--- config.mk ---
export PLATFORM = sky130hd
export DESIGN_NAME = ysyx_22050078_lsu_ctrl_flat
export DESIGN_NICKNAME = d
export VERILOG_FILES = /design/src/rtl/ysyx_22050078_lsu_ctrl_if.sv /design/src/rtl/ysyx_22050078_lsu_ctrl.sv /design/src/flat_wrapper.sv
export SDC_FILE = /design/constraint.sdc
export NUM_CORES = 1
export LEC_CHECK = 0
export ABC_AREA = 1
export BUFFER_PORTS_ARGS = -buffer_cell sky130_fd_sc_hd__buf_2
export CAP_MARGIN = 20
export CORE_MARGIN = 4
export CORE_UTILIZATION = 57
export DETAILED_ROUTE_END_ITERATION = 10
export PLACE_DENSITY_LB_ADDON = 0.05
export SLEW_MARGIN = 20
export SYNTH_ARGS = -nofsm -noshare
export SYNTH_HDL_FRONTEND = slang
export SYNTH_SLANG_ARGS = --single-unit
--- constraint.sdc ---
create_clock -name clk -period 5.8 [get_ports clk]
set_input_delay 1.16 -clock clk [delete_from_list [all_inputs] [get_ports clk]]
set_output_delay 1.16 -clock clk [all_outputs]
set_load 0.01 [all_outputs]
--- src/rtl/ysyx_22050078_lsu_ctrl_if.sv ---
// Bundle of the LSU upstream, data-memory and writeback ports.
// Signal names keep the LSU's point of view: i_* flow into the LSU, o_* flow out of it.
interface ysyx_22050078_lsu_ctrl_if #(
    parameter int unsigned DATA_W = 64,
    parameter int unsigned ADDR_W = 64,
    parameter int unsigned OP_W   = 4
);
    // Upstream (execute) side
    logic              i_valid;
    logic              o_ready;
    logic [DATA_W-1:0] i_exu_res;
    logic [DATA_W-1:0] i_rs2_data;
    logic [OP_W-1:0]   i_lsu_op;
    logic [4:0]        i_rd_idx;
    logic              i_rd_wen;

    // Data-memory port
    logic              o_mem_req;
    logic              o_mem_we;
    logic [ADDR_W-1:0] o_mem_addr;
    logic [DATA_W-1:0] o_mem_wdata;
    logic [7:0]        o_mem_wmask;
    logic              i_mem_gnt;
    logic              i_mem_rvalid;
    logic [DATA_W-1:0] i_mem_rdata;

    // Writeback side
    logic              o_valid;
    logic              i_ready;
    logic [DATA_W-1:0] o_wb_data;
    logic [4:0]        o_rd_idx;
    logic              o_rd_wen;
    logic              o_misalign;

    // The LSU itself
    modport slave (
        input  i_valid, i_exu_res, i_rs2_data, i_lsu_op, i_rd_idx, i_rd_wen,
        input  i_mem_gnt, i_mem_rvalid, i_mem_rdata, i_ready,
        output o_ready, o_mem_req, o_mem_we, o_mem_addr, o_mem_wdata, o_mem_wmask,
        output o_valid, o_wb_data, o_rd_idx, o_rd_wen, o_misalign
    );

    // Whatever drives the LSU (pipeline + memory + WB)
    modport master (
        output i_valid, i_exu_res, i_rs2_data, i_lsu_op, i_rd_idx, i_rd_wen,
        output i_mem_gnt, i_mem_rvalid, i_mem_rdata, i_ready,
        input  o_ready, o_mem_req, o_mem_we, o_mem_addr, o_mem_wdata, o_mem_wmask,
        input  o_valid, o_wb_data, o_rd_idx, o_rd_wen, o_misalign
    );
endinterface

--- src/rtl/ysyx_22050078_lsu_ctrl.sv ---
// Non-pipelined load/store stage: one execute result in, at most one data-memory
// transaction, one writeback result out. Loads are lane-aligned and sign/zero-extended,
// stores are shifted into their byte lanes, misaligned H/W/D accesses fault without
// touching memory.
module ysyx_22050078_lsu_ctrl #(
    parameter int unsigned DATA_W = 64,
    parameter int unsigned ADDR_W = 64,
    parameter int unsigned OP_W   = 4
) (
    input logic                     clk,
    input logic                     rst_n,
    ysyx_22050078_lsu_ctrl_if.slave bus
);
    localparam logic [OP_W-1:0] OpLb  = OP_W'(1);
    localparam logic [OP_W-1:0] OpLh  = OP_W'(2);
    localparam logic [OP_W-1:0] OpLw  = OP_W'(3);
    localparam logic [OP_W-1:0] OpLd  = OP_W'(4);
    localparam logic [OP_W-1:0] OpLbu = OP_W'(5);
    localparam logic [OP_W-1:0] OpLhu = OP_W'(6);
    localparam logic [OP_W-1:0] OpLwu = OP_W'(7);
    localparam logic [OP_W-1:0] OpSb  = OP_W'(8);
    localparam logic [OP_W-1:0] OpSh  = OP_W'(9);
    localparam logic [OP_W-1:0] OpSw  = OP_W'(10);
    localparam logic [OP_W-1:0] OpSd  = OP_W'(11);

    // Access size encoding
    localparam logic [1:0] SzB = 2'd0;
    localparam logic [1:0] SzH = 2'd1;
    localparam logic [1:0] SzW = 2'd2;
    localparam logic [1:0] SzD = 2'd3;

    typedef enum logic [1:0] {StIdle, StReq, StWait, StResp} state_e;

    function automatic logic op_is_load(input logic [OP_W-1:0] op);
        return (op >= OpLb) && (op <= OpLwu);
    endfunction

    function automatic logic op_is_store(input logic [OP_W-1:0] op);
        return (op >= OpSb) && (op <= OpSd);
    endfunction

    function automatic logic [1:0] op_size(input logic [OP_W-1:0] op);
        logic [1:0] sz;
        case (op)
            OpLh, OpLhu, OpSh: sz = SzH;
            OpLw, OpLwu, OpSw: sz = SzW;
            OpLd, OpSd:        sz = SzD;
            default:           sz = SzB;
        endcase
        return sz;
    endfunction

    // FSM state and registered outputs
    state_e            state_q;
    logic [OP_W-1:0]   op_q;
    logic [2:0]        addr_lo_q;
    logic              mem_req_q;
    logic              mem_we_q;
    logic [ADDR_W-1:0] mem_addr_q;
    logic [DATA_W-1:0] mem_wdata_q;
    logic [7:0]        mem_wmask_q;
    logic              valid_q;
    logic [DATA_W-1:0] wb_data_q;
    logic [4:0]        rd_idx_q;
    logic              rd_wen_q;
    logic              misalign_q;

    // Decode of the incoming op (only meaningful in IDLE)
    logic              in_load;
    logic              in_store;
    logic              in_misalign;
    logic [2:0]        in_lo;
    logic [DATA_W-1:0] in_wdata;
    logic [7:0]        in_wmask;

    // Decode the op presented by execute: class, alignment, store lanes
    always_comb begin
        in_load     = op_is_load(bus.i_lsu_op);
        in_store    = op_is_store(bus.i_lsu_op);
        in_lo       = bus.i_exu_res[2:0];
        in_misalign = 1'b0;
        in_wmask    = 8'h00;
        in_wdata    = '0;
        case (op_size(bus.i_lsu_op))
            SzH:     in_misalign = in_lo[0];
            SzW:     in_misalign = |in_lo[1:0];
            SzD:     in_misalign = |in_lo;
            default: in_misalign = 1'b0;
        endcase
        if (in_store) begin
            in_wdata = bus.i_rs2_data << {in_lo, 3'b000};
            case (op_size(bus.i_lsu_op))
                SzB:     in_wmask = 8'h01 << in_lo;
                SzH:     in_wmask = 8'h03 << in_lo;
                SzW:     in_wmask = 8'h0F << in_lo;
                default: in_wmask = 8'hFF;
            endcase
        end
    end

    // Load data: select the addressed lane and extend according to the captured op
    logic [DATA_W-1:0] ld_shift;
    logic [DATA_W-1:0] ld_data;

    always_comb begin
        ld_shift = bus.i_mem_rdata >> {addr_lo_q, 3'b000};
        case (op_q)
            OpLb:    ld_data = {{(DATA_W-8){ld_shift[7]}}, ld_shift[7:0]};
            OpLh:    ld_data = {{(DATA_W-16){ld_shift[15]}}, ld_shift[15:0]};
            OpLw:    ld_data = {{(DATA_W-32){ld_shift[31]}}, ld_shift[31:0]};
            OpLbu:   ld_data = {{(DATA_W-8){1'b0}}, ld_shift[7:0]};
            OpLhu:   ld_data = {{(DATA_W-16){1'b0}}, ld_shift[15:0]};
            OpLwu:   ld_data = {{(DATA_W-32){1'b0}}, ld_shift[31:0]};
            default: ld_data = ld_shift;
        endcase
    end

    // Transaction FSM with all outputs registered; reset abandons any op in flight
    always_ff @(posedge clk or negedge rst_n) begin
        if (!rst_n) begin
            state_q     <= StIdle;
            op_q        <= '0;
            addr_lo_q   <= '0;
            mem_req_q   <= 1'b0;
            mem_we_q    <= 1'b0;
            mem_addr_q  <= '0;
            mem_wdata_q <= '0;
            mem_wmask_q <= '0;
            valid_q     <= 1'b0;
            wb_data_q   <= '0;
            rd_idx_q    <= '0;
            rd_wen_q    <= 1'b0;
            misalign_q  <= 1'b0;
        end else begin
            unique case (state_q)
                StIdle: begin
                    if (bus.i_valid) begin
                        op_q       <= bus.i_lsu_op;
                        addr_lo_q  <= in_lo;
                        rd_idx_q   <= bus.i_rd_idx;
                        misalign_q <= 1'b0;
                        if (!in_load && !in_store) begin
                            // Pass-through: result is ready straight away
                            wb_data_q <= bus.i_exu_res;
                            rd_wen_q  <= bus.i_rd_wen;
                            valid_q   <= 1'b1;
                            state_q   <= StResp;
                        end else if (in_misalign) begin
                            // Fault: report the address, never touch memory
                            wb_data_q  <= bus.i_exu_res;
                            rd_wen_q   <= 1'b0;
                            misalign_q <= 1'b1;
                            valid_q    <= 1'b1;
                            state_q    <= StResp;
                        end else begin
                            mem_req_q   <= 1'b1;
                            mem_we_q    <= in_store;
                            mem_addr_q  <= {bus.i_exu_res[ADDR_W-1:3], 3'b000};
                            mem_wdata_q <= in_wdata;
                            mem_wmask_q <= in_wmask;
                            rd_wen_q    <= in_store ? 1'b0 : bus.i_rd_wen;
                            state_q     <= StReq;
                        end
                    end
                end
                StReq: begin
                    if (bus.i_mem_gnt) begin
                        mem_req_q   <= 1'b0;
                        mem_we_q    <= 1'b0;
                        mem_wdata_q <= '0;
                        mem_wmask_q <= '0;
                        if (mem_we_q) begin
                            wb_data_q <= '0;
                            rd_wen_q  <= 1'b0;
                            valid_q   <= 1'b1;
                            state_q   <= StResp;
                        end else if (bus.i_mem_rvalid) begin
                            // Zero-latency memory: data arrives with the grant
                            wb_data_q <= ld_data;
                            valid_q   <= 1'b1;
                            state_q   <= StResp;
                        end else begin
                            state_q <= StWait;
                        end
                    end
                end
                StWait: begin
                    if (bus.i_mem_rvalid) begin
                        wb_data_q <= ld_data;
                        valid_q   <= 1'b1;
                        state_q   <= StResp;
                    end
                end
                StResp: begin
                    if (bus.i_ready) begin
                        valid_q <= 1'b0;
                        state_q <= StIdle;
                    end
                end
                default: state_q <= StIdle;
            endcase
        end
    end

    // Ready is a pure state decode so it reads 1 throughout reset
    assign bus.o_ready     = (state_q == StIdle);
    assign bus.o_mem_req   = mem_req_q;
    assign bus.o_mem_we    = mem_we_q;
    assign bus.o_mem_addr  = mem_addr_q;
    assign bus.o_mem_wdata = mem_wdata_q;
    assign bus.o_mem_wmask = mem_wmask_q;
    assign bus.o_valid     = valid_q;
    assign bus.o_wb_data   = wb_data_q;
    assign bus.o_rd_idx    = rd_idx_q;
    assign bus.o_rd_wen    = rd_wen_q;
    assign bus.o_misalign  = misalign_q;
endmodule

--- src/flat_wrapper.sv ---
// flat-port wrapper written by rule: the top's interface ports become plain ports
module ysyx_22050078_lsu_ctrl_flat 
#(
    parameter int unsigned DATA_W = 64,
    parameter int unsigned ADDR_W = 64,
    parameter int unsigned OP_W   = 4
)
  (clk, rst_n, bus_i_valid, bus_i_exu_res, bus_i_rs2_data, bus_i_lsu_op, bus_i_rd_idx, bus_i_rd_wen, bus_i_mem_gnt, bus_i_mem_rvalid, bus_i_mem_rdata, bus_i_ready, bus_o_ready, bus_o_mem_req, bus_o_mem_we, bus_o_mem_addr, bus_o_mem_wdata, bus_o_mem_wmask, bus_o_valid, bus_o_wb_data, bus_o_rd_idx, bus_o_rd_wen, bus_o_misalign);
  ysyx_22050078_lsu_ctrl_if #(.DATA_W(DATA_W), .ADDR_W(ADDR_W), .OP_W(OP_W)) bus_i ();
  input logic clk;
  input logic rst_n;
  input wire logic [$bits(bus_i.i_valid)-1:0] bus_i_valid;
  input wire logic [$bits(bus_i.i_exu_res)-1:0] bus_i_exu_res;
  input wire logic [$bits(bus_i.i_rs2_data)-1:0] bus_i_rs2_data;
  input wire logic [$bits(bus_i.i_lsu_op)-1:0] bus_i_lsu_op;
  input wire logic [$bits(bus_i.i_rd_idx)-1:0] bus_i_rd_idx;
  input wire logic [$bits(bus_i.i_rd_wen)-1:0] bus_i_rd_wen;
  input wire logic [$bits(bus_i.i_mem_gnt)-1:0] bus_i_mem_gnt;
  input wire logic [$bits(bus_i.i_mem_rvalid)-1:0] bus_i_mem_rvalid;
  input wire logic [$bits(bus_i.i_mem_rdata)-1:0] bus_i_mem_rdata;
  input wire logic [$bits(bus_i.i_ready)-1:0] bus_i_ready;
  output wire logic [$bits(bus_i.o_ready)-1:0] bus_o_ready;
  output wire logic [$bits(bus_i.o_mem_req)-1:0] bus_o_mem_req;
  output wire logic [$bits(bus_i.o_mem_we)-1:0] bus_o_mem_we;
  output wire logic [$bits(bus_i.o_mem_addr)-1:0] bus_o_mem_addr;
  output wire logic [$bits(bus_i.o_mem_wdata)-1:0] bus_o_mem_wdata;
  output wire logic [$bits(bus_i.o_mem_wmask)-1:0] bus_o_mem_wmask;
  output wire logic [$bits(bus_i.o_valid)-1:0] bus_o_valid;
  output wire logic [$bits(bus_i.o_wb_data)-1:0] bus_o_wb_data;
  output wire logic [$bits(bus_i.o_rd_idx)-1:0] bus_o_rd_idx;
  output wire logic [$bits(bus_i.o_rd_wen)-1:0] bus_o_rd_wen;
  output wire logic [$bits(bus_i.o_misalign)-1:0] bus_o_misalign;
  assign bus_i.i_valid = bus_i_valid;
  assign bus_i.i_exu_res = bus_i_exu_res;
  assign bus_i.i_rs2_data = bus_i_rs2_data;
  assign bus_i.i_lsu_op = bus_i_lsu_op;
  assign bus_i.i_rd_idx = bus_i_rd_idx;
  assign bus_i.i_rd_wen = bus_i_rd_wen;
  assign bus_i.i_mem_gnt = bus_i_mem_gnt;
  assign bus_i.i_mem_rvalid = bus_i_mem_rvalid;
  assign bus_i.i_mem_rdata = bus_i_mem_rdata;
  assign bus_i.i_ready = bus_i_ready;
  assign bus_o_ready = bus_i.o_ready;
  assign bus_o_mem_req = bus_i.o_mem_req;
  assign bus_o_mem_we = bus_i.o_mem_we;
  assign bus_o_mem_addr = bus_i.o_mem_addr;
  assign bus_o_mem_wdata = bus_i.o_mem_wdata;
  assign bus_o_mem_wmask = bus_i.o_mem_wmask;
  assign bus_o_valid = bus_i.o_valid;
  assign bus_o_wb_data = bus_i.o_wb_data;
  assign bus_o_rd_idx = bus_i.o_rd_idx;
  assign bus_o_rd_wen = bus_i.o_rd_wen;
  assign bus_o_misalign = bus_i.o_misalign;
  ysyx_22050078_lsu_ctrl #(.DATA_W(DATA_W), .ADDR_W(ADDR_W), .OP_W(OP_W)) u_core (.clk(clk), .rst_n(rst_n), .bus(bus_i));
endmodule
Word-level counts from Yosys, hierarchy flattened
Memory sizes are Yosys's and may differ from the RTL's.
Cells that the tools add are included.
W data, S select, Z words.
{"block": "op_classes", "n_lt_le_gt_ge": 4, "n_eq_ne": 22, "n_shift": 5, "muxes": 58, "n_bitwise": 2, "n_reduce_logical": 18}
{"operator": "$mux W64", "n": 11}
{"operator": "$pmux W64 S6", "n": 1}
{"operator": "$pmux W64 S3", "n": 1}
{"operator": "$pmux W64 S2", "n": 1}
{"operator": "$shl A64 B6 Y64", "n": 1}
{"operator": "$shr A64 B6 Y64", "n": 1}
{"operator": "$mux W8", "n": 5}
{"operator": "$pmux W8 S3", "n": 1}
{"operator": "$mux W1", "n": 23}
{"operator": "$reduce_and A4 Y1", "n": 5}
{"operator": "$mux W2", "n": 8}
{"operator": "$pmux W8 S2", "n": 1}
{"operator": "$eq A4 B3 Y1 const B", "n": 3}
{"operator": "$ne A2 B2 Y1 const B", "n": 6}
{"operator": "$eq A2 B2 Y1 const B", "n": 5}
{"operator": "$eq A4 B2 Y1 const B", "n": 2}
{"operator": "$pmux W2 S4", "n": 1}
{"operator": "$shl A1 B3 Y8 const A", "n": 1}
{"operator": "$shl A2 B3 Y8 const A", "n": 1}
{"operator": "$shl A4 B3 Y8 const A", "n": 1}
{"operator": "$eq A2 B1 Y1 const B", "n": 3}
{"operator": "$pmux W1 S2", "n": 3}
{"operator": "$reduce_and A5 Y1", "n": 1}
{"operator": "$eq A4 B1 Y1 const B", "n": 1}
{"operator": "17 further kinds", "n": 22}
{"block": "word_totals", "register_bits": 216, "romBits": 64, "in_bits": 208, "out_inout_bits": 211, "memories": 2}
{"memory": "(name not given)", "depth": 16, "word_bits": 2, "rd": 1, "rd_clocked_by_memory_dff": 0, "wr": 0, "line_no": "ysyx_22050078_lsu_ctrl.sv:44", "text": "case (op)"}
{"memory": "(name not given)", "depth": 16, "word_bits": 2, "rd": 1, "rd_clocked_by_memory_dff": 0, "wr": 0, "line_no": "ysyx_22050078_lsu_ctrl.sv:44"}

Depth between registers and ports, before layout
Gate-level depths: netlist (run 1).
{"block": "depth", "ltp_word": 10, "mapped_depth": 19}

Worst setup path before layout (run 1)
OpenSTA, ideal clock, no wires.
{"block": "synth_path", "kind": "input to register", "startpoint": "in bus_i_lsu_op[0]", "endpoint": "reg u_core.wb_data_q[10] (netlist: u_core.bus.o_wb_data[10])", "t_arrival_ns": 3.199, "path_slack_ns": 2.474, "stages": 19, "n_path_buf": 2, "path_cell_list": "inv_1 > ha_1 > nand2_1 > o21ai_0 > o22ai_1 > inv_1 > ha_1 > nand2_1 > inv_1 > o21ai_1 > nand2_1 > nand2_2 > nand3_2 > nand3_4 > inv_2 > buf_6 > buf_6 > nor2_1 > a21oi_1"}
{"block": "synth_between", "elab_chain_len": 7}
{"element": "from (decl)", "line_no": "flat_wrapper.sv:15", "text": "input wire logic [$bits(bus_i.i_lsu_op)-1:0] bus_i_lsu_op;"}
{"element": "branches (longest 7 deep; another with $mem_v2 Z16 W2)"}
{"element": "to (signal assigned)", "line_no": "ysyx_22050078_lsu_ctrl.sv:144", "text": "wb_data_q <= bus.i_exu_res;"}
{"element": "to (signal assigned)", "line_no": "ysyx_22050078_lsu_ctrl.sv:150", "text": "wb_data_q <= bus.i_exu_res;"}
{"element": "to (signal assigned)", "line_no": "ysyx_22050078_lsu_ctrl.sv:179", "text": "wb_data_q <= ld_data;"}
{"element": "to (decl)", "line_no": "ysyx_22050078_lsu_ctrl.sv:63", "text": "logic [DATA_W-1:0] wb_data_q;"}
Several ways; the timed one is not identified. The select of a mux whose other input is x is not followed.
A chain may end at the register's enable or synchronous reset.

Worst setup path after layout (run 1)
{"block": "layout_path", "startpoint": "in bus_i_lsu_op[0]", "endpoint": "reg u_core.mem_addr_q[45] (netlist: u_core.bus.o_mem_addr[45])"}
{"block": "layout_between", "elab_chain_len": 6}
{"element": "branches (longest 5 deep; another with $mem_v2 Z16 W2)"}
{"element": "$reduce_and A4 Y1 (no line) (*)"}
{"element": "to (signal assigned)", "line_no": "ysyx_22050078_lsu_ctrl.sv:158", "text": "mem_addr_q <= {bus.i_exu_res[ADDR_W-1:3], 3'b000};"}
{"element": "to (decl)", "line_no": "ysyx_22050078_lsu_ctrl.sv:59", "text": "logic [ADDR_W-1:0] mem_addr_q;"}
Mark *: on every way between the ends.

==> results of run 1 <==
## placed cells by master, fill, tap and decap left out, types with 35 or more instances in the layout
cell / n
o211ai_1: 35
mux2_2: 60
a21oi_1: 137
o21ai_0: 234
dfrtp_1: 215
nor2_1: 225
inv_1: 54
nand3_1: 117
nand2_1: 543
buf_2: 413
## worst min-delay path by stage
stage,end,depth (start not counted)
after global routing,u_core.bus.o_mem_addr[17]$_DFFE_PN0P_,1
after floorplan,u_core.op_q[3]$_DFFE_PN0P_,2
after detailed placement,u_core.bus.o_rd_idx[3]$_DFFE_PN0P_,2
after CTS,u_core.bus.o_rd_idx[3]$_DFFE_PN0P_,2
after global placement,u_core.bus.o_rd_idx[3]$_DFFE_PN0P_,2
final,u_core.bus.o_rd_idx[3]$_DFFE_PN0P_,2
## power by group through the flow
stage / combinational, mW / clock (mW) / sequential, mW
6_report: 5.38 / 1.49 / 2.64
5_1_grt: 5.91 / 1.56 / 2.71
4_1_cts: 5.32 / 1.50 / 2.63
3_5_place_dp: 5.29 / 0 / 2.64
3_3_place_gp: 5.17 / 0 / 2.61
2_1_floorplan: 3.36 / 0 / 2.87
## cells by family after synthesis
kind of cell | count (synthesis) | synth area share, %
buffers and inverters | 216 | 7.20
flip-flops | 216 | 39.7
multiplexers | 60 | 4.97
adder cells (fa/ha/maj) | 14 | 1.29
AND/OR/NAND/NOR | 916 | 27.1
AO/OA/AOI/OAI | 488 | 19.6
other | 1 | 0.0276
## state kept, by name, indices dropped and copies added, names as in the netlist
signal,flops
u_core.bus.o_mem_we,1
u_core.bus.o_mem_req,1
u_core.op_q,4
u_core.bus.o_rd_wen,1
u_core.bus.o_misalign,1
u_core.bus.o_valid,1
u_core.bus.o_mem_wdata,64
u_core.bus.o_mem_addr,61
u_core.bus.o_mem_wmask,8
u_core.bus.o_rd_idx,5
u_core.state_q,2
u_core.addr_lo_q,3
u_core.bus.o_wb_data,64
## per-layer routing
layer	wire, µm	vias up
li1	-	6990
met1	18000	6980
met2	25000	764
met3	4530	167
met4	3010	6
met5	33	-
## tightest hold or removal path, delay by kind of cell (launching register included)
kind | cells | cell delay, ns
simple gates | 2 | 0.10
flops | 1 | 0.35
## per-stage QoR
stage	util (%)	setup WS, ns	total power [mW]
floorplan	-	2.47	6.23
global placement	66.1	1.59	7.78
detailed placement	66.1	1.42	7.92
CTS	69.4	1.95	9.44
global route	69.4	1.68	10.2
finish	69.4	1.90	9.51
## layout make-up
type / instances / area, µm²
fill: 2055 / 7180
antenna: 1 / 2.50
multi-input combinational: 1481 / 7240
clock buffer: 35 / 713
timing repair buffer: 432 / 2220
sequential: 216 / 5410
tap: 319 / 399
clock inverter: 9 / 51.3
inverter: 67 / 263
==> metrics.md, run 1 <==
| Metric | Value |
|---|---|
| Status | finished clean |
| Area contributors post-synth | dfrtp_1, nand2_1, o21ai_0 |
| Final min period | 3.90 ns |
| Via density | 5.82 |
| Routed vias | 14907 |
| Area growth, synth to finish | 19.8% |
| Combinational fraction of design power | 56.6% |
| Max Slew Vio Count | 0 |
| Sw power | 4.66 mW |
| Number of global-route vias before repair | 14471 |
| CTS max path bufs | 3 |
| Worst slew pin tran | 1.10 ns |
| Setup Buffers After CTS | 0 |
| Setup_tns | 0 ns |
| Post-Syn Area | 13600 µm² |
| Global-route wire length before repair | 78.2 mm |
| CP cell instances | buf_2 > inv_1 > ha_1 > nand2_1 > o21ai_0 > o22ai_1 > inv_1 > ha_1 > nor2_4 > nand2_2 > nand2_2 > buf_4 > mux2_2 |
| Worst clock skew | 0.0117 ns |
| GRT met1 Usage | 43.1% |
| Max Freq | 0.256 GHz |
| Critical Path Source Type | input pin |
| Core area | 23500 µm² |
| Die area | 26400 µm² |
| Relative slew slack | 26.9% |
| Worst vdd ir | 0.000485 V |
| PortBufs | 415 |
| R2R setup slack | 2.19 ns |
| PwrDens | 584 nW/µm² |
| RSZ-0062 raised after global routing | false |
| Tightest Hold Check Type | flip-flop to flip-flop |
| IO Pins | 419 |
| Max Cap Viol | 0 |
| Worst setup path end | u_core.bus.o_mem_addr[45]$_DFFE_PN0P_ |
| Reg power frac | 27.8% |
| Clk_lat worst skew | 0.52 ns |
| Initial antenna violation count | 3 |
| H-tree depth | 1 |
| DP HPWL | 36.5 mm |
| Ys Warns | 0 |
| Placed Area | 15500 µm² |
| Critical path depth | 13 |
| Nets | 2444 |
| Crit path max-delay cell type | nand2_2 |
| CTS root buf | clkbuf_16 |
| Worst hold start | u_core.bus.o_rd_idx[3]$_DFFE_PN0P_ |
| CP startpoint | bus_i_lsu_op[0] |
| Gr busiest metal | met2 |
| Met2 usage | 64.8% |
| Die height | 162 µm |
| Synth cell types | 45 |
| Count leader, synth | nand2_1 |
| Critical path type | input pin to flip-flop |
| Synth Flop Type | dfrtp_1 |
| Synth Area per Inst | 7.12 µm² |
| Int Pwr | 4.85 mW |
| Most frequent cells after synthesis | nand2_1, o21ai_0, nor2_1 |
| Core Rows | 56 |
| Final Hold Viols | 0 |
| CP max FO | 36 |
| M3 GR Usage | 6.99% |
| Worst Path Required | 6.20 ns |
| RePlAce Congestion | 1.00 |
| Post-Synthesis Cells | 1911 |
| Final Setup Violations | 0 |
| Clock power share | 15.7% |
| Drt first pass iters | 5 |
| Grt ovf | 0 |
| DRC viols | 0 |
| Wire per inst | 19.8 µm |
| Layout cells sized above 1 | 25.5% |
| CTS Hold Bufs | 0 |
| Initial core utilization | 57.9% |
| Share of flip-flops with an asynchronous set or reset | 100% |
| CTS buffer count | 24 |
| Clock Sink Count | 216 |
| R2r endpoint | u_core.bus.o_mem_wdata[10]$_DFFE_PN0P_ |
| Final wirelength | 50.6 mm |
| TritonCTS clock tree | built |
| Hold_ws | 0.484 ns |
| Post-synth top area share | 39.7% |
| Worst path buffer plus inverter count | 4 |
| Worst Path Arrival | 4.30 ns |
| Crit share post-route | 67.2% |
| RR Startpoint | u_core.state_q[0]$_DFFE_PN0P_ |
| DR iter-0 viols | 1573 |
| Placed cell count | 2514 |
| CP max stage delay | 0.56 ns |
| Static leakage power | 8.48 nW |
| Post_cts resized | 0 |
| Reg clk slew, reported paths | 0.06 ns |
| Antenna Nets Post-Route | 0 |
| Sw Share | 49.0% |
| #FFs+latches synth | 216 |
| Crit end category | flip-flop |
| Post-synth EDFFs | 0 |
| Cell family with most CP delay | buffers and inverters |
| Largest net degree at the start of global routing | 108 |
| Die X | 162 µm |
| Design Area, Final | 16300 µm² |
| GRT Total Usage | 36.9% |
| Layout Cells excl Fill | 2560 |
| Seq/Total Area, Yosys | 39.7% |
| FF-to-FF path depth | 10 |
| Largest area contributor in the netlist | dfrtp_1 |
No activity file was read; power rests on OpenSTA's default activity.
==> run 2, diff against run 1 <==
--- a/config.mk
+++ b/config.mk
@@ -5,11 +5,11 @@
 export SDC_FILE = /design/constraint.sdc
 export NUM_CORES = 1
 export LEC_CHECK = 0
-export ABC_AREA = 1
+export ABC_AREA = 0
 export BUFFER_PORTS_ARGS = -buffer_cell sky130_fd_sc_hd__buf_2
 export CAP_MARGIN = 20
 export CORE_MARGIN = 4
-export CORE_UTILIZATION = 57
+export CORE_UTILIZATION = 53
 export DETAILED_ROUTE_END_ITERATION = 10
 export PLACE_DENSITY_LB_ADDON = 0.05
 export SLEW_MARGIN = 20
==> constraint.sdc (replaced) <==
create_clock -name clk -period 4 [get_ports clk]
set_input_delay 0.8 -clock clk [delete_from_list [all_inputs] [get_ports clk]]
set_output_delay 0.8 -clock clk [all_outputs]
set_load 0.01 [all_outputs]
==> metrics.md, run 2 <==
| Metric | Value |
|---|---|
| Status | finished clean |
| Reg clk slew, reported paths | 0.06 ns |
| Post-Syn Area | 13700 µm² |
| FF-to-FF path depth | 7 |
| Clock Sink Count | 216 |
| Global-route wire length before repair | 76.1 mm |
| Area contributors post-synth | dfrtp_1, mux2_2, mux4_2 |
| CTS max path bufs | 3 |
| Number of global-route vias before repair | 12960 |
| IO Pins | 419 |
| Die X | 169 µm |
| PwrDens | 806 nW/µm² |
| Relative slew slack | 26.4% |
| Critical Path Source Type | input pin |
| RSZ-0062 raised after global routing | false |
| PortBufs | 415 |
| Crit share post-route | 78.6% |
| Max Slew Vio Count | 0 |
| TritonCTS clock tree | built |
| Post-synth top area share | 39.4% |
| Max Freq | 0.318 GHz |
| Max layer used | met5 |
| Initial antenna violation count | 9 |
| RR Startpoint | u_core.addr_lo_q[0]$_DFFE_PN0P_ |
| Die height | 169 µm |
| Worst slew pin tran | 1.10 ns |
| Setup_tns | 0 ns |
| DR iter-0 viols | 1435 |
| Setup Buffers After CTS | 0 |
| R2R setup slack | 0.86 ns |
| Synth Flop Type | dfrtp_1 |
| Seq/Total Area, Yosys | 39.4% |
| Worst vdd ir | 0.000482 V |
| GRT Total Usage | 33.6% |
| Wire length on met2 | 24.3 mm |
| DP HPWL | 36.6 mm |
| Layout cells sized above 1 | 43.8% |
| Largest area contributor in the netlist | dfrtp_1 |
| WL met3 | 4.52 mm |
| Total Power | 13.7 mW |
| Commonest cells after routing, fill and taps aside | buf_2, dfrtp_1, mux2_2 |
| Core Rows | 58 |
| #FFs+latches synth | 216 |
| CTS buffer count | 26 |
| Place WS | 0.321 ns |
| Synth cell types | 62 |
| RePlAce Congestion | 0.957 |
| Tightest Hold Check Type | input pin to async pin |
| Nets | 1890 |
| Worst Path Arrival | 3.57 ns |
| Initial core utilization | 54.1% |
| CTS root buf | clkbuf_16 |
| Post-Synthesis Cells | 1309 |
| Final Setup Violations | 0 |
| Commonest non-fill, non-tap cell in the layout | buf_2 |
| H-tree depth | 1 |
| Wl on met1 | 18.6 mm |
| Area growth, synth to finish | 24.2% |
| Via density | 6.37 |
| Share of flip-flops with an asynchronous set or reset | 100% |
| Worst clock skew | 0.00960 ns |
| CP max FO | 74 |
| Wire per inst | 24.5 µm |
| Synth Area per Inst | 10.5 µm² |
| Final WS setup | 0.854 ns |
| R2r endpoint | u_core.bus.o_wb_data[63]$_DFFE_PN0P_ |
| Routed vias | 12882 |
| Drt first pass iters | 6 |
| Final Hold Viols | 0 |
| Post_cts resized | 0 |
| Largest net degree at the start of global routing | 75 |
| Ys Warns | 0 |
| Critical path type | input pin to flip-flop |
| Antenna Nets Post-Route | 0 |
| Post-synth EDFFs | 0 |
| Clk_lat worst skew | 0.54 ns |
| CTS Hold Bufs | 0 |
| Core area | 25300 µm² |
| Crit end category | flip-flop |
| Most frequent cells after synthesis | dfrtp_1, mux2_2, nand2_1 |
| Final min period | 3.15 ns |
| Worst Path Required | 4.42 ns |
| Static leakage power | 8.12 nW |
| Die area | 28500 µm² |
| Max Cap Viol | 0 |
| Final wirelength | 49.5 mm |
| DRC viols | 0 |
| Count leader, synth | dfrtp_1 |
| Grt ovf | 0 |
[run 2: cell types whose count changed in the layout (fill, tap and decap cells not counted), sizes merged, moves of 79 or more]
cell   before  now
mux2i       0   79
o21ai     260   82
nand2     548  105
nand3     119   40
mux2       60  155
nor2      227   60
[run 2: how the worst max path moves through the flow]
stage / start / slack [ns] / to
6_report: bus_i_lsu_op[1] / 0.85 / u_core.bus.o_mem_wdata[49]$_DFFE_PN0P_
5_1_grt: bus_i_lsu_op[1] / 0.63 / u_core.bus.o_mem_wdata[49]$_DFFE_PN0P_
4_1_cts: bus_i_lsu_op[0] / 0.88 / u_core.bus.o_mem_wdata[49]$_DFFE_PN0P_
3_5_place_dp: bus_i_lsu_op[0] / 0.32 / u_core.bus.o_mem_wdata[49]$_DFFE_PN0P_
3_3_place_gp: bus_i_lsu_op[0] / 0.48 / u_core.bus.o_mem_wdata[42]$_DFFE_PN0P_
2_1_floorplan: bus_i_lsu_op[3] / 0.69 / u_core.bus.o_mem_addr[13]$_DFFE_PN0P_
[run 2: cell type report]
cell class / instances / area (µm²)
Antenna cell: 3 / 7.51
Multi-Input combinational cell: 948 / 7730
Sequential cell: 216 / 5410
Clock buffer: 39 / 771
Inverter: 20 / 75.1
Tap cell: 330 / 413
Timing Repair Buffer: 456 / 2470
Fill cell: 2079 / 8310
Clock inverter: 9 / 145
[run 2: report_power, final]
part / internal [mW] / switching [mW]
combinational: 3.06 / 4.39
sequential: 3.12 / 0.578
clock: 1.58 / 0.973
[run 2: per-layer routing]
layer / vias up / global-route usage [%]
met1: 6384 / 42.1
met4: 12 / 12.6
met2: 709 / 57.0
li1: 5659 / -
met5: - / 0
met3: 118 / 7.33
[run 2: kinds of logic after synthesis]
group           count (synthesis)  synth area share (%)
mux                           276                  25.5
compound gates                345                  18.2
other cells                     1                0.0274
buf+inv                       147                  4.58
flops                         216                  39.4
fa+ha+maj                      14                  1.28
simple gates                  310                  11.0
[run 2: through the flow]
stage,area [µm²],hold slack (ns),instances,util (%)
3_3_place_gp,16100,0.469,1970,63.6
4_1_cts,17000,0.237,2018,67.2
6_report,17000,0.206,2021,67.2
3_5_place_dp,16100,0.472,1970,63.6
5_1_grt,17000,0.241,2021,67.2
2_1_floorplan,13700,0.494,1311,-
[run 2: worst max-delay path, stage by stage]
cell and delay, ns:
buf_2 0.12, inv_1 0.10, ha_1 0.19, a21oi_1 0.07, o21ai_0 0.41, inv_1 0.16
ha_1 0.21, nor2_1 0.35, a21oi_1 0.18, o21ai_4 0.18, buf_12 0.35, mux2_2 0.40
==> run 3, diff against run 2 <==
--- a/config.mk
+++ b/config.mk
@@ -5,7 +5,7 @@
 export SDC_FILE = /design/constraint.sdc
 export NUM_CORES = 1
 export LEC_CHECK = 0
-export ABC_AREA = 0
+export ABC_AREA = 1
 export BUFFER_PORTS_ARGS = -buffer_cell sky130_fd_sc_hd__buf_2
 export CAP_MARGIN = 20
 export CORE_MARGIN = 4
==> constraint.sdc (replaced) <==
create_clock -name clk -period 3.29 [get_ports clk]
set_input_delay 0.658 -clock clk [delete_from_list [all_inputs] [get_ports clk]]
set_output_delay 0.658 -clock clk [all_outputs]
set_load 0.01 [all_outputs]
==> metrics.md, run 3 (synthesized netlist as in run 1, its figures left out) <==
| Metric | Value |
|---|---|
| Crit share post-route | 83.2% |
| Area growth, synth to finish | 21.8% |
| Setup_tns | 0 ns |
| CTS max path bufs | 3 |
| CTS root buf | clkbuf_16 |
| Tightest Hold Check Type | input pin to async pin |
| Die X | 168 µm |
| CP max FO | 63 |
| Commonest non-fill, non-tap cell in the layout | nand2_1 |
| H-tree depth | 1 |
| CTS buffer count | 23 |
| TritonCTS clock tree | built |
| Core Rows | 58 |
| Worst clock skew | 0.0175 ns |
| Initial antenna violation count | 5 |
| Worst vdd ir | 0.000540 V |
| DP HPWL | 38.4 mm |
| Via density | 5.77 |
| Antenna Nets Post-Route | 0 |
| Grt ovf | 0 |
| Final wirelength | 51.9 mm |
| Nets | 2465 |
| Worst slew pin tran | 0.819 ns |
| PortBufs | 415 |
| Global-route wire length before repair | 81.0 mm |
| IO Pins | 419 |
| Max Cap Viol | 0 |
| Drt first pass iters | 8 |
| Layout cells sized above 1 | 26.4% |
| RePlAce Congestion | 1.00 |
| Max Freq | 0.365 GHz |
| Post_cts resized | 0 |
| Commonest cells after routing, fill and taps aside | nand2_1, buf_2, o21ai_0 |
| Crit end category | flip-flop |
| Final min period | 2.74 ns |
| Worst Path Arrival | 3.14 ns |
| Initial core utilization | 54.0% |
| Reg clk slew, reported paths | 0.07 ns |
| Die height | 168 µm |
| Setup Buffers After CTS | 0 |
| Place WS | 0.0962 ns |
| Final Setup Violations | 0 |
| Final WS setup | 0.551 ns |
| Core area | 25200 µm² |
| DR iter-0 viols | 1388 |
| RSZ-0062 raised after global routing | false |
| Relative slew slack | 45.4% |
| Largest net degree at the start of global routing | 96 |
| Routed vias | 14953 |
| GRT Total Usage | 35.6% |
| Clk_lat worst skew | 0.53 ns |
| Worst Path Required | 3.69 ns |
| Final Hold Viols | 0 |
| Die area | 28300 µm² |
| Number of global-route vias before repair | 14826 |
| DRC viols | 0 |
| Wire per inst | 20.0 µm |
| Clock Sink Count | 216 |
| PwrDens | 1020 nW/µm² |
| Status | finished clean |
| Critical Path Source Type | flip-flop |
| Max Slew Vio Count | 0 |
| Critical path type | flip-flop to flip-flop |
| Static leakage power | 8.60 nW |
| CTS Hold Bufs | 0 |
[run 3: cell types whose count changed in the layout (fill, tap and decap cells not counted), sizes merged, moves of 42 or more]
| cell | change |
|---|---|
| a21oi | +71 |
| inv | +50 |
| mux2 | -95 |
| mux2i | -79 |
| mux4 | -42 |
| nand2 | +443 |
| nand3 | +79 |
| nor2 | +167 |
| o21ai | +178 |
[run 3: final timing paths]
path                                                    startpoint                                     end  slack [ns]  depth (start not counted)
worst max-delay path               u_core.addr_lo_q[0]$_DFFE_PN0P_    u_core.bus.o_wb_data[63]$_DFFE_PN0P_        0.55                         10
worst min-delay path                                         rst_n    u_core.bus.o_wb_data[40]$_DFFE_PN0P_        0.05                          1
worst max register to register     u_core.addr_lo_q[0]$_DFFE_PN0P_    u_core.bus.o_wb_data[63]$_DFFE_PN0P_        0.55                         10
worst min register to register  u_core.bus.o_rd_idx[3]$_DFFE_PN0P_      u_core.bus.o_rd_idx[3]$_DFFE_PN0P_        0.48                          2
max in group asynchronous                                    rst_n  u_core.bus.o_mem_wdata[38]$_DFFE_PN0P_        2.41                          2
min in group clk                                   bus_i_rd_idx[4]      u_core.bus.o_rd_idx[4]$_DFFE_PN0P_        0.33                          3
[run 3: where the power goes]
| group | internal [mW] | total (mW) | switching [mW] |
|---|---|---|---|
| sequential | 3.87 | 4.67 | 0.799 |
| clock | 1.49 | 2.67 | 1.19 |
| combinational | 3.34 | 9.63 | 6.29 |
[run 3: layout make-up]
type                            count  area (µm²)
Fill cell                        2328        8610
Multi-Input combinational cell   1481        7240
Sequential cell                   216        5410
Timing Repair Buffer              454        2480
Clock buffer                       24         589
Tap cell                          330         413
Inverter                           67         259
Clock inverter                     18         179
Antenna cell                        1        2.50
[run 3: worst max-delay path, stage by stage, from the launching register on]
cell     delay [ns]
dfrtp_1        0.39
buf_4          0.50
nand2_1        0.16
nand3_1        0.12
nand3_1        0.15
nand3_1        0.10
nand2_1        0.47
o21ai_0        0.39
nand2_1        0.13
nand2_1        0.12
a21oi_1        0.07
[run 3: routing by layer]
layer,wire (µm),track usage (%),up-vias
li1,-,-,7031
met1,19600,42.9,7080
met2,25500,61.2,672
met3,3780,6.43,160
met4,2920,17.8,10
met5,79,0,-
[run 3: stage by stage]
stage / instances / util [%] / hold slack, ns / power [mW] / cell area [µm²]
detailed placement: 2548 / 62.7 / 0.464 / 14.2 / 15800
finish: 2591 / 65.8 / 0.0512 / 17.0 / 16600
CTS: 2590 / 65.8 / 0.0654 / 16.9 / 16600
global route: 2590 / 65.8 / 0.0685 / 18.3 / 16600
floorplan: 1913 / - / 0.362 / 11.0 / 13600
global placement: 2548 / 62.7 / 0.457 / 14.0 / 15800
